[config.mk]
export PLATFORM = sky130hd
export DESIGN_NAME = nn_controller_flat
export DESIGN_NICKNAME = d
export VERILOG_FILES = /design/src/rtl/nn_controller_if.sv /design/src/rtl/nn_controller.sv /design/src/flat_wrapper.sv
export SDC_FILE = /design/constraint.sdc
export NUM_CORES = 2
export LEC_CHECK = 0
export CAP_MARGIN = 40
export CORE_MARGIN = 4
export CORE_UTILIZATION = 65
export CTS_CLUSTER_DIAMETER = 60
export CTS_CLUSTER_SIZE = 24
export DETAILED_ROUTE_END_ITERATION = 8
export GPL_TIMING_DRIVEN = 1
export PLACE_DENSITY = 0.82
export SYNTH_ARGS = -nofsm -noshare
export SYNTH_HDL_FRONTEND = slang
export SYNTH_SLANG_ARGS = --single-unit
[constraint.sdc]
create_clock -name masterClk -period 28.8 [get_ports masterClk]
set_clock_uncertainty 0.1 [all_clocks]
set_input_delay 5.76 -clock masterClk [delete_from_list [all_inputs] [get_ports masterClk]]
set_output_delay 5.76 -clock masterClk [all_outputs]
set_load 0.02 [all_outputs]
[src/rtl/nn_controller_if.sv]
// Host-side bus for nn_controller.
// Purpose : groups the pixel stream, weight/bias write port and prediction
//           handshake into one bundle.
// Signals : inputsInbound/inputPixel        pixel stream from host
//           weightWriteEnable/biasWriteEnable/LayerWriteSelect/
//           WriteAddressSelect/writeIn      parameter write port
//           predictionRecieved              host acknowledge
//           predictionReady/readyForInputs/predictionOut  controller status
// Modports: master = host side, slave = controller side.
interface nn_controller_if #(
  parameter int WRITE_IN_BIT_WIDTH = 40
);
  logic                          inputsInbound;
  logic                          predictionRecieved;
  logic                          inputPixel;
  logic                          weightWriteEnable;
  logic                          biasWriteEnable;
  logic                          LayerWriteSelect;
  logic [9:0]                    WriteAddressSelect;
  logic [WRITE_IN_BIT_WIDTH-1:0] writeIn;
  logic                          predictionReady;
  logic                          readyForInputs;
  logic [3:0]                    predictionOut;

  modport master (
    output inputsInbound, predictionRecieved, inputPixel,
    output weightWriteEnable, biasWriteEnable, LayerWriteSelect,
    output WriteAddressSelect, writeIn,
    input  predictionReady, readyForInputs, predictionOut
  );

  modport slave (
    input  inputsInbound, predictionRecieved, inputPixel,
    input  weightWriteEnable, biasWriteEnable, LayerWriteSelect,
    input  WriteAddressSelect, writeIn,
    output predictionReady, readyForInputs, predictionOut
  );
endinterface

[src/rtl/nn_controller.sv]
// Two-layer binary-input neural-network classifier controller.
// Purpose : stores writable layer weights/biases, takes one binary pixel per
//           clock, runs hidden layer (accumulate + bias + ReLU), output layer
//           (MAC + bias) and argmax, then presents the winning class index
//           with a ready/received handshake.
// Ports   : masterClk  clock, all state on rising edge
//           reset      asynchronous active-low reset (weights are kept)
//           bus        nn_controller_if.slave (stream, write port, handshake)
module nn_controller #(
  parameter int INPUT_NODES        = 6,
  parameter int HIDDEN_NODES       = 4,
  parameter int OUTPUT_NODES       = 10,
  parameter int W1_WIDTH           = 4,
  parameter int W2_WIDTH           = 4,
  parameter int WRITE_IN_BIT_WIDTH = 40,
  parameter int OUT_ACC_WIDTH      = 16
) (
  input  logic           masterClk,
  input  logic           reset,
  nn_controller_if.slave bus
);

  // Hidden accumulator holds up to INPUT_NODES weights plus the bias.
  localparam int HACC_W = W1_WIDTH + $clog2(INPUT_NODES + 1) + 1;
  localparam int PIX_W  = (INPUT_NODES  > 1) ? $clog2(INPUT_NODES)  : 1;
  localparam int HID_W  = (HIDDEN_NODES > 1) ? $clog2(HIDDEN_NODES) : 1;
  localparam logic [PIX_W-1:0] LAST_PIX = PIX_W'(INPUT_NODES - 1);
  localparam logic [HID_W-1:0] LAST_HID = HID_W'(HIDDEN_NODES - 1);

  typedef enum logic [2:0] {
    IDLE, LOAD, L1_FIN, L2_MAC, L2_FIN, ARGMAX, DONE
  } stateT;

  stateT state, stateNext;

  // Parameter storage: not touched by reset.
  logic signed [W1_WIDTH-1:0] w1Mem [INPUT_NODES][HIDDEN_NODES];
  logic signed [W1_WIDTH-1:0] b1Mem [HIDDEN_NODES];
  logic signed [W2_WIDTH-1:0] w2Mem [HIDDEN_NODES][OUTPUT_NODES];
  logic signed [W2_WIDTH-1:0] b2Mem [OUTPUT_NODES];

  // Datapath state.
  logic signed [HACC_W-1:0]        hiddenAcc [HIDDEN_NODES];
  logic signed [OUT_ACC_WIDTH-1:0] outAcc    [OUTPUT_NODES];
  logic [PIX_W-1:0]                pixCnt;   // index of the next pixel to capture
  logic [HID_W-1:0]                macIdx;   // hidden node used by this MAC cycle
  logic [3:0]                      predReg;

  // Combinational helpers.
  logic signed [W1_WIDTH-1:0]      l1Field     [HIDDEN_NODES];
  logic signed [W2_WIDTH-1:0]      l2Field     [OUTPUT_NODES];
  logic signed [HACC_W-1:0]        hiddenAdd   [HIDDEN_NODES];
  logic signed [HACC_W-1:0]        hiddenBias  [HIDDEN_NODES];
  logic signed [HACC_W-1:0]        hiddenRelu  [HIDDEN_NODES];
  logic signed [OUT_ACC_WIDTH-1:0] macProd     [OUTPUT_NODES];
  logic signed [OUT_ACC_WIDTH-1:0] outBias     [OUTPUT_NODES];
  logic [HACC_W-1:0]               hiddenCur;
  logic signed [OUT_ACC_WIDTH-1:0] hiddenExt;
  logic [3:0]                      bestIdx;
  logic signed [OUT_ACC_WIDTH-1:0] bestVal;

  // ReLU output is non-negative, so it is zero-extended into the MAC.
  assign hiddenCur = hiddenAcc[macIdx];
  assign hiddenExt = OUT_ACC_WIDTH'($signed({1'b0, hiddenCur}));

  // Row unpacking: element 0 sits in the most significant slot.
  generate
    for (genvar gi = 0; gi < HIDDEN_NODES; gi++) begin : gHidden
      assign l1Field[gi]    = bus.writeIn[(HIDDEN_NODES-1-gi)*W1_WIDTH +: W1_WIDTH];
      assign hiddenAdd[gi]  = HACC_W'(w1Mem[pixCnt][gi]);
      assign hiddenBias[gi] = hiddenAcc[gi] + HACC_W'(b1Mem[gi]);
      assign hiddenRelu[gi] = hiddenBias[gi][HACC_W-1] ? '0 : hiddenBias[gi];
    end
    for (genvar gi = 0; gi < OUTPUT_NODES; gi++) begin : gOutput
      assign l2Field[gi] = bus.writeIn[(OUTPUT_NODES-1-gi)*W2_WIDTH +: W2_WIDTH];
      // Full-width signed multiply; truncation to OUT_ACC_WIDTH wraps.
      assign macProd[gi] = hiddenExt * OUT_ACC_WIDTH'(w2Mem[macIdx][gi]);
      assign outBias[gi] = outAcc[gi] + OUT_ACC_WIDTH'(b2Mem[gi]);
    end
  endgenerate

  // Parameter writes. Address is compared at full width so out-of-range
  // rows can never alias onto a valid one.
  always_ff @(posedge masterClk) begin
    if (bus.weightWriteEnable) begin
      if (!bus.LayerWriteSelect) begin
        for (int r = 0; r < INPUT_NODES; r++) begin
          if (bus.WriteAddressSelect == 10'(r)) begin
            for (int j = 0; j < HIDDEN_NODES; j++) w1Mem[r][j] <= l1Field[j];
          end
        end
      end else begin
        for (int r = 0; r < HIDDEN_NODES; r++) begin
          if (bus.WriteAddressSelect == 10'(r)) begin
            for (int k = 0; k < OUTPUT_NODES; k++) w2Mem[r][k] <= l2Field[k];
          end
        end
      end
    end
    if (bus.biasWriteEnable) begin
      if (!bus.LayerWriteSelect) begin
        for (int j = 0; j < HIDDEN_NODES; j++) b1Mem[j] <= l1Field[j];
      end else begin
        for (int k = 0; k < OUTPUT_NODES; k++) b2Mem[k] <= l2Field[k];
      end
    end
  end

  // Argmax: strict greater-than keeps the lowest index on ties.
  always_comb begin
    bestIdx = '0;
    bestVal = outAcc[0];
    for (int k = 1; k < OUTPUT_NODES; k++) begin
      if (outAcc[k] > bestVal) begin
        bestVal = outAcc[k];
        bestIdx = 4'(k);
      end
    end
  end

  // State register.
  always_ff @(posedge masterClk or negedge reset) begin
    if (!reset) state <= IDLE;
    else        state <= stateNext;
  end

  // Next state and status outputs.
  always_comb begin
    stateNext              = state;
    bus.readyForInputs     = 1'b0;
    bus.predictionReady    = 1'b0;
    bus.predictionOut      = predReg;
    case (state)
      IDLE: begin
        bus.readyForInputs = 1'b1;
        // pixCnt is 0 here, so a single-pixel image skips LOAD.
        if (bus.inputsInbound) stateNext = (pixCnt == LAST_PIX) ? L1_FIN : LOAD;
      end
      LOAD: begin
        if (!bus.inputsInbound || pixCnt == LAST_PIX) stateNext = L1_FIN;
      end
      L1_FIN: stateNext = L2_MAC;
      L2_MAC: if (macIdx == LAST_HID) stateNext = L2_FIN;
      L2_FIN: stateNext = ARGMAX;
      ARGMAX: stateNext = DONE;
      DONE: begin
        bus.predictionReady = 1'b1;
        if (bus.predictionRecieved) stateNext = IDLE;
      end
      default: stateNext = IDLE;
    endcase
  end

  // Datapath registers.
  always_ff @(posedge masterClk or negedge reset) begin
    if (!reset) begin
      pixCnt  <= '0;
      macIdx  <= '0;
      predReg <= '0;
      for (int j = 0; j < HIDDEN_NODES; j++) hiddenAcc[j] <= '0;
      for (int k = 0; k < OUTPUT_NODES; k++) outAcc[k]    <= '0;
    end else begin
      case (state)
        IDLE: begin
          // Pixel 0 is captured on the edge that leaves IDLE.
          for (int j = 0; j < HIDDEN_NODES; j++) begin
            hiddenAcc[j] <= (bus.inputsInbound && bus.inputPixel) ? hiddenAdd[j] : '0;
          end
          if (bus.inputsInbound) pixCnt <= (pixCnt == LAST_PIX) ? '0 : pixCnt + 1'b1;
        end
        LOAD: begin
          if (bus.inputsInbound) begin
            if (bus.inputPixel) begin
              for (int j = 0; j < HIDDEN_NODES; j++) begin
                hiddenAcc[j] <= hiddenAcc[j] + hiddenAdd[j];
              end
            end
            pixCnt <= (pixCnt == LAST_PIX) ? '0 : pixCnt + 1'b1;
          end else begin
            // Early drop: the missing pixels are zeros and add nothing.
            pixCnt <= '0;
          end
        end
        L1_FIN: begin
          for (int j = 0; j < HIDDEN_NODES; j++) hiddenAcc[j] <= hiddenRelu[j];
          for (int k = 0; k < OUTPUT_NODES; k++) outAcc[k]    <= '0;
          macIdx <= '0;
        end
        L2_MAC: begin
          for (int k = 0; k < OUTPUT_NODES; k++) outAcc[k] <= outAcc[k] + macProd[k];
          macIdx <= (macIdx == LAST_HID) ? '0 : macIdx + 1'b1;
        end
        L2_FIN: begin
          for (int k = 0; k < OUTPUT_NODES; k++) outAcc[k] <= outBias[k];
        end
        ARGMAX: predReg <= bestIdx;
        default: ;
      endcase
    end
  end

endmodule

[src/flat_wrapper.sv]
// flat-port wrapper written by rule: the top's interface ports become plain ports
module nn_controller_flat 
#(
  parameter int INPUT_NODES        = 6,
  parameter int HIDDEN_NODES       = 4,
  parameter int OUTPUT_NODES       = 10,
  parameter int W1_WIDTH           = 4,
  parameter int W2_WIDTH           = 4,
  parameter int WRITE_IN_BIT_WIDTH = 40,
  parameter int OUT_ACC_WIDTH      = 16
)
  (masterClk, reset, bus_inputsInbound, bus_predictionRecieved, bus_inputPixel, bus_weightWriteEnable, bus_biasWriteEnable, bus_LayerWriteSelect, bus_WriteAddressSelect, bus_writeIn, bus_predictionReady, bus_readyForInputs, bus_predictionOut);
  nn_controller_if #(.WRITE_IN_BIT_WIDTH(WRITE_IN_BIT_WIDTH)) bus_i ();
  input  logic masterClk;
  input  logic reset;
  input wire logic [$bits(bus_i.inputsInbound)-1:0] bus_inputsInbound;
  input wire logic [$bits(bus_i.predictionRecieved)-1:0] bus_predictionRecieved;
  input wire logic [$bits(bus_i.inputPixel)-1:0] bus_inputPixel;
  input wire logic [$bits(bus_i.weightWriteEnable)-1:0] bus_weightWriteEnable;
  input wire logic [$bits(bus_i.biasWriteEnable)-1:0] bus_biasWriteEnable;
  input wire logic [$bits(bus_i.LayerWriteSelect)-1:0] bus_LayerWriteSelect;
  input wire logic [$bits(bus_i.WriteAddressSelect)-1:0] bus_WriteAddressSelect;
  input wire logic [$bits(bus_i.writeIn)-1:0] bus_writeIn;
  output wire logic [$bits(bus_i.predictionReady)-1:0] bus_predictionReady;
  output wire logic [$bits(bus_i.readyForInputs)-1:0] bus_readyForInputs;
  output wire logic [$bits(bus_i.predictionOut)-1:0] bus_predictionOut;
  assign bus_i.inputsInbound = bus_inputsInbound;
  assign bus_i.predictionRecieved = bus_predictionRecieved;
  assign bus_i.inputPixel = bus_inputPixel;
  assign bus_i.weightWriteEnable = bus_weightWriteEnable;
  assign bus_i.biasWriteEnable = bus_biasWriteEnable;
  assign bus_i.LayerWriteSelect = bus_LayerWriteSelect;
  assign bus_i.WriteAddressSelect = bus_WriteAddressSelect;
  assign bus_i.writeIn = bus_writeIn;
  assign bus_predictionReady = bus_i.predictionReady;
  assign bus_readyForInputs = bus_i.readyForInputs;
  assign bus_predictionOut = bus_i.predictionOut;
  nn_controller #(.INPUT_NODES(INPUT_NODES), .HIDDEN_NODES(HIDDEN_NODES), .OUTPUT_NODES(OUTPUT_NODES), .W1_WIDTH(W1_WIDTH), .W2_WIDTH(W2_WIDTH), .WRITE_IN_BIT_WIDTH(WRITE_IN_BIT_WIDTH), .OUT_ACC_WIDTH(OUT_ACC_WIDTH)) u_core (.masterClk(masterClk), .reset(reset), .bus(bus_i));
endmodule
==> results summary <==
The flow ran to the end, and the final reports show no timing, DRC or antenna violations. The slowest stage of the critical path is the sky130_fd_sc_hd__nor3_1 cell. Averaged over all synthesized cells, the footprint is 9.72 um2. The filler cell count came out at 4741. After synthesis, the netlist uses 83 different library cells.

The via count of the first global-routing pass came out at 33100. The kind of cell with the highest combined delay on the critical path is compound AO/OA/AOI/OAI gates. Clock latency on the worst-skew pair, taken at its later pin, is 620 ps.

In the routed layout, each cell is associated on average with a via count of 6.25. The worst setup path is launched from a register. Of all nets on the critical path, the largest fanout is 44.

The worst min-delay path class is register to register. Counting stages on the worst path, the most repeated cell is sky130_fd_sc_hd__a21oi_1. The critical path in this run is classified as register to register. The total global-route track usage is 31.0%. The sequential area share after synthesis is 33.2%. The area growth from synthesis to layout came out at 7.11%. Setup slack on the worst reg-to-reg path comes out at 2830 ps.

The worst setup slack after placement is 3370 ps. In this run the critical register-to-register path is launched from u_core.outAcc[159]$_DFFE_PN0P_. The wire length per cell after detailed routing is 20.4 um. The required time of the critical path came out at 29160 ps. The first global-routing pass estimated 176000 um of wire. The post-layout net count came out at 5268. The synthesized netlist cell count is 4485. Among all flip-flop cells after synthesis, the most frequent one is sky130_fd_sc_hd__edfxtp_1. In the final layout, the share of cells above drive strength 1 is 6.73%.

The worst path buffer plus inverter count is 10. The count of TritonRoute iterations in the first routing pass is 8. The synthesized net count came out at 5280. The stage delay of the slowest cell on the critical path is 820 ps. For this run, design rule violations remaining after detail routing come to 0. The clock transition at the registers of the reported paths is 70 ps. The multi-input combinational cell area came out at 26900 um2. Setup slack on the critical path of the routed design comes to 2830 ps. Measured against its own limit, the worst slew margin works out to 31.7%. The summed negative setup slack over all endpoints is 0 ps. The number of max-capacitance violations reported is 0. The share of the cycle needed by the critical path after routing is 90.2%. The count of boundary I/O pins came out at 64. From left edge to right edge, the die measures 267 um. The post-DP HPWL is 81100 um.

Clock tree synthesis selected as its root buffer the cell sky130_fd_sc_hd__clkbuf_16. The clock sink count is 516. The worst register-to-register path ends at u_core.bus.predictionOut[0]$_DFFE_PN0N_. Derived from the worst setup path, the maximum achievable clock frequency is 38.5 MHz. The total stage count of the critical path came out at 124. In this run the worst setup path terminates at u_core.bus.predictionOut[0]$_DFFE_PN0N_.

The number of levels in the clock H-tree came out at 2. The diode insertion count for antenna repair came out at 0. The endpoint class of the critical path is a register. The slew at the pin with the worst max-slew slack came out at 1020 ps. Setup repair after global routing left no endpoint under its margin. The vias after detailed routing is 33500.

In this run the worst setup path begins at u_core.outAcc[159]$_DFFE_PN0P_. The core outline area is 66100 um2. The number of buffers added for setup after CTS is 0. The instance area after placement came out at 45300 um2. The number of cell rows is 94. The initial antenna violation count came out at 0. The max-slew violation total from the final report is 0. The overall overflow remaining after global route is 0.

The library cell used most frequently in the layout, excluding fill and tap cells, is sky130_fd_sc_hd__ha_1. The count of routing violations after the opening detailed-route iteration came out at 3155. Routability-driven placement finished with a final weighted congestion of 0.951.

Hold repair after CTS inserted 0 buffers. The final setup violation count is 0. The hold slack came out at 419 ps.

The die is 267 um tall. The final layout contains routed wiring with a total length of 110000 um. The die footprint came out at 71300 um2.

Of all flip-flops after synthesis, the portion carrying an async set or reset was 39.5%. The library cells used most frequently in the layout, excluding fill and tap cells, are 589 x sky130_fd_sc_hd__ha_1, 479 x sky130_fd_sc_hd__nand2_1, 425 x sky130_fd_sc_hd__inv_1. The number of synthesized flops with an enable pin is 312. The number of buffers created by CTS is 41. The register area came out at 14500 um2.

The maximum buffer depth of the clock tree is 3. The final critical-path required period is 25970 ps. The hold violation total from the final report is 0. The total of warnings raised by yosys came out at 0. TritonCTS built the clock tree.

The initial cell density of the core came out at 65.9%. Summing all non-filler instances in the final layout gives an area of 46700 um2. The combined area of all synthesized cells came out at 43600 um2. The post-cts sizing count is 0. The data arrival time of the worst path is 26330 ps. Once detail routing completed, the nets flagged for antenna violations numbered 0. The synthesized flop and latch total came out at 516.

The largest net degree at the start of global routing is 187. The number of cells on the worst reg-to-reg path came out at 124. The count of buffers from port buffering came out at 63.
per-layer routing:
layer,part of all wire (%),global-route usage [%],vias to the layer above
li1,-,-,15800
met1,43,43.3,16100
met2,44,47.9,1327
met3,9.7,8.08,263
met4,3.5,9.91,0
met5,0,0,-
cells in the mapped netlist, types with 15 or more instances:
library cell	instances	area (um2)
sky130_fd_sc_hd__ha_1	589	7370
sky130_fd_sc_hd__xnor2_1	214	1870
sky130_fd_sc_hd__o21ai_0	292	1460
sky130_fd_sc_hd__dfrtp_1	204	5100
sky130_fd_sc_hd__edfxtp_1	312	9370
sky130_fd_sc_hd__and3_1	17	106
sky130_fd_sc_hd__clkbuf_1	147	552
sky130_fd_sc_hd__xor2_1	62	543
sky130_fd_sc_hd__nand2_1	480	1800
sky130_fd_sc_hd__nand3_1	158	791
sky130_fd_sc_hd__mux4_2	46	1040
sky130_fd_sc_hd__inv_1	425	1600
sky130_fd_sc_hd__a21o_1	156	1170
sky130_fd_sc_hd__mux2_2	64	721
sky130_fd_sc_hd__o21a_1	17	128
sky130_fd_sc_hd__buf_1	23	86.3
sky130_fd_sc_hd__nor3_1	22	110
sky130_fd_sc_hd__a221oi_1	25	219
sky130_fd_sc_hd__mux2i_1	43	430
sky130_fd_sc_hd__nor2_1	241	905
sky130_fd_sc_hd__o21bai_1	137	1030
sky130_fd_sc_hd__o211a_1	15	150
sky130_fd_sc_hd__o31ai_1	16	120
sky130_fd_sc_hd__and2_1	24	150
sky130_fd_sc_hd__o21ai_1	17	85.1
sky130_fd_sc_hd__a21oi_1	320	1600
sky130_fd_sc_hd__nand2b_1	29	181
sky130_fd_sc_hd__nand4_1	41	257
sky130_fd_sc_hd__nor2b_1	42	263
sky130_fd_sc_hd__fa_1	148	2960
state kept, by name, indices dropped and copies added, names as in the netlist:
signal and count:
u_core.b2Mem 40, u_core.w2Mem 160, u_core.w1Mem 96, u_core.hiddenAcc 32
u_core.bus.predictionOut 4, u_core.macIdx 2, u_core.outAcc 160, u_core.b1Mem 16
u_core.pixCnt 3, u_core.state 3
cell families (layout without fill, tap and decap cells):
| family | count (synthesis) | in the layout | share of synthesized area, % |
|---|---|---|---|
| xor+xnor | 278 | 278 | 5.62 |
| compound gates | 1094 | 1094 | 15.8 |
| mux | 158 | 158 | 5.21 |
| simple gates | 1099 | 1099 | 11.2 |
| fa+ha+maj | 738 | 738 | 23.7 |
| flops | 516 | 516 | 33.2 |
| buf+inv | 602 | 620 | 5.23 |
per-stage QoR:
| step | utilization [%] | std cells |
|---|---|---|
| finish | 70.6 | 5367 |
| global route | 70.6 | 5367 |
| CTS | 70.6 | 5365 |
| detailed placement | 68.5 | 5292 |
| global placement | 68.2 | 5276 |
| floorplan | - | 4485 |
layout make-up:
cell class	count	area share [%]
clock inverter	27	0.745
tap	864	2.32
sequential	516	31.0
multi-input combinational	3367	57.7
timing repair buffer	122	2.57
clock buffer	46	2.24
inverter	425	3.42
how the worst min path moves through the flow:
stage,start,end,slack (ps),cells past startpoint
2_1_floorplan,u_core.outAcc[159]$_DFFE_PN0P_,u_core.outAcc[159]$_DFFE_PN0P_,360,1
3_3_place_gp,u_core.outAcc[159]$_DFFE_PN0P_,u_core.outAcc[159]$_DFFE_PN0P_,380,1
3_5_place_dp,u_core.outAcc[15]$_DFFE_PN0P_,u_core.outAcc[15]$_DFFE_PN0P_,410,1
4_1_cts,u_core.outAcc[15]$_DFFE_PN0P_,u_core.outAcc[15]$_DFFE_PN0P_,430,1
5_1_grt,u_core.outAcc[15]$_DFFE_PN0P_,u_core.outAcc[15]$_DFFE_PN0P_,440,1
6_report,u_core.outAcc[15]$_DFFE_PN0P_,u_core.outAcc[15]$_DFFE_PN0P_,420,1
worst reg2reg max path: cells and delay by family (launching register included):
| kind | cells | cell delay [ps] |
|---|---|---|
| buffers and inverters | 10 | 1410 |
| AO/OA/AOI/OAI | 62 | 11340 |
| multiplexers | 9 | 3010 |
| adder cells (fa/ha/maj) | 9 | 2440 |
| AND/OR/NAND/NOR | 34 | 7140 |
| flip-flops | 1 | 370 |
Power is not shown: default switching activity piles up to over one toggle a cycle in this logic, so the estimate is an artifact.
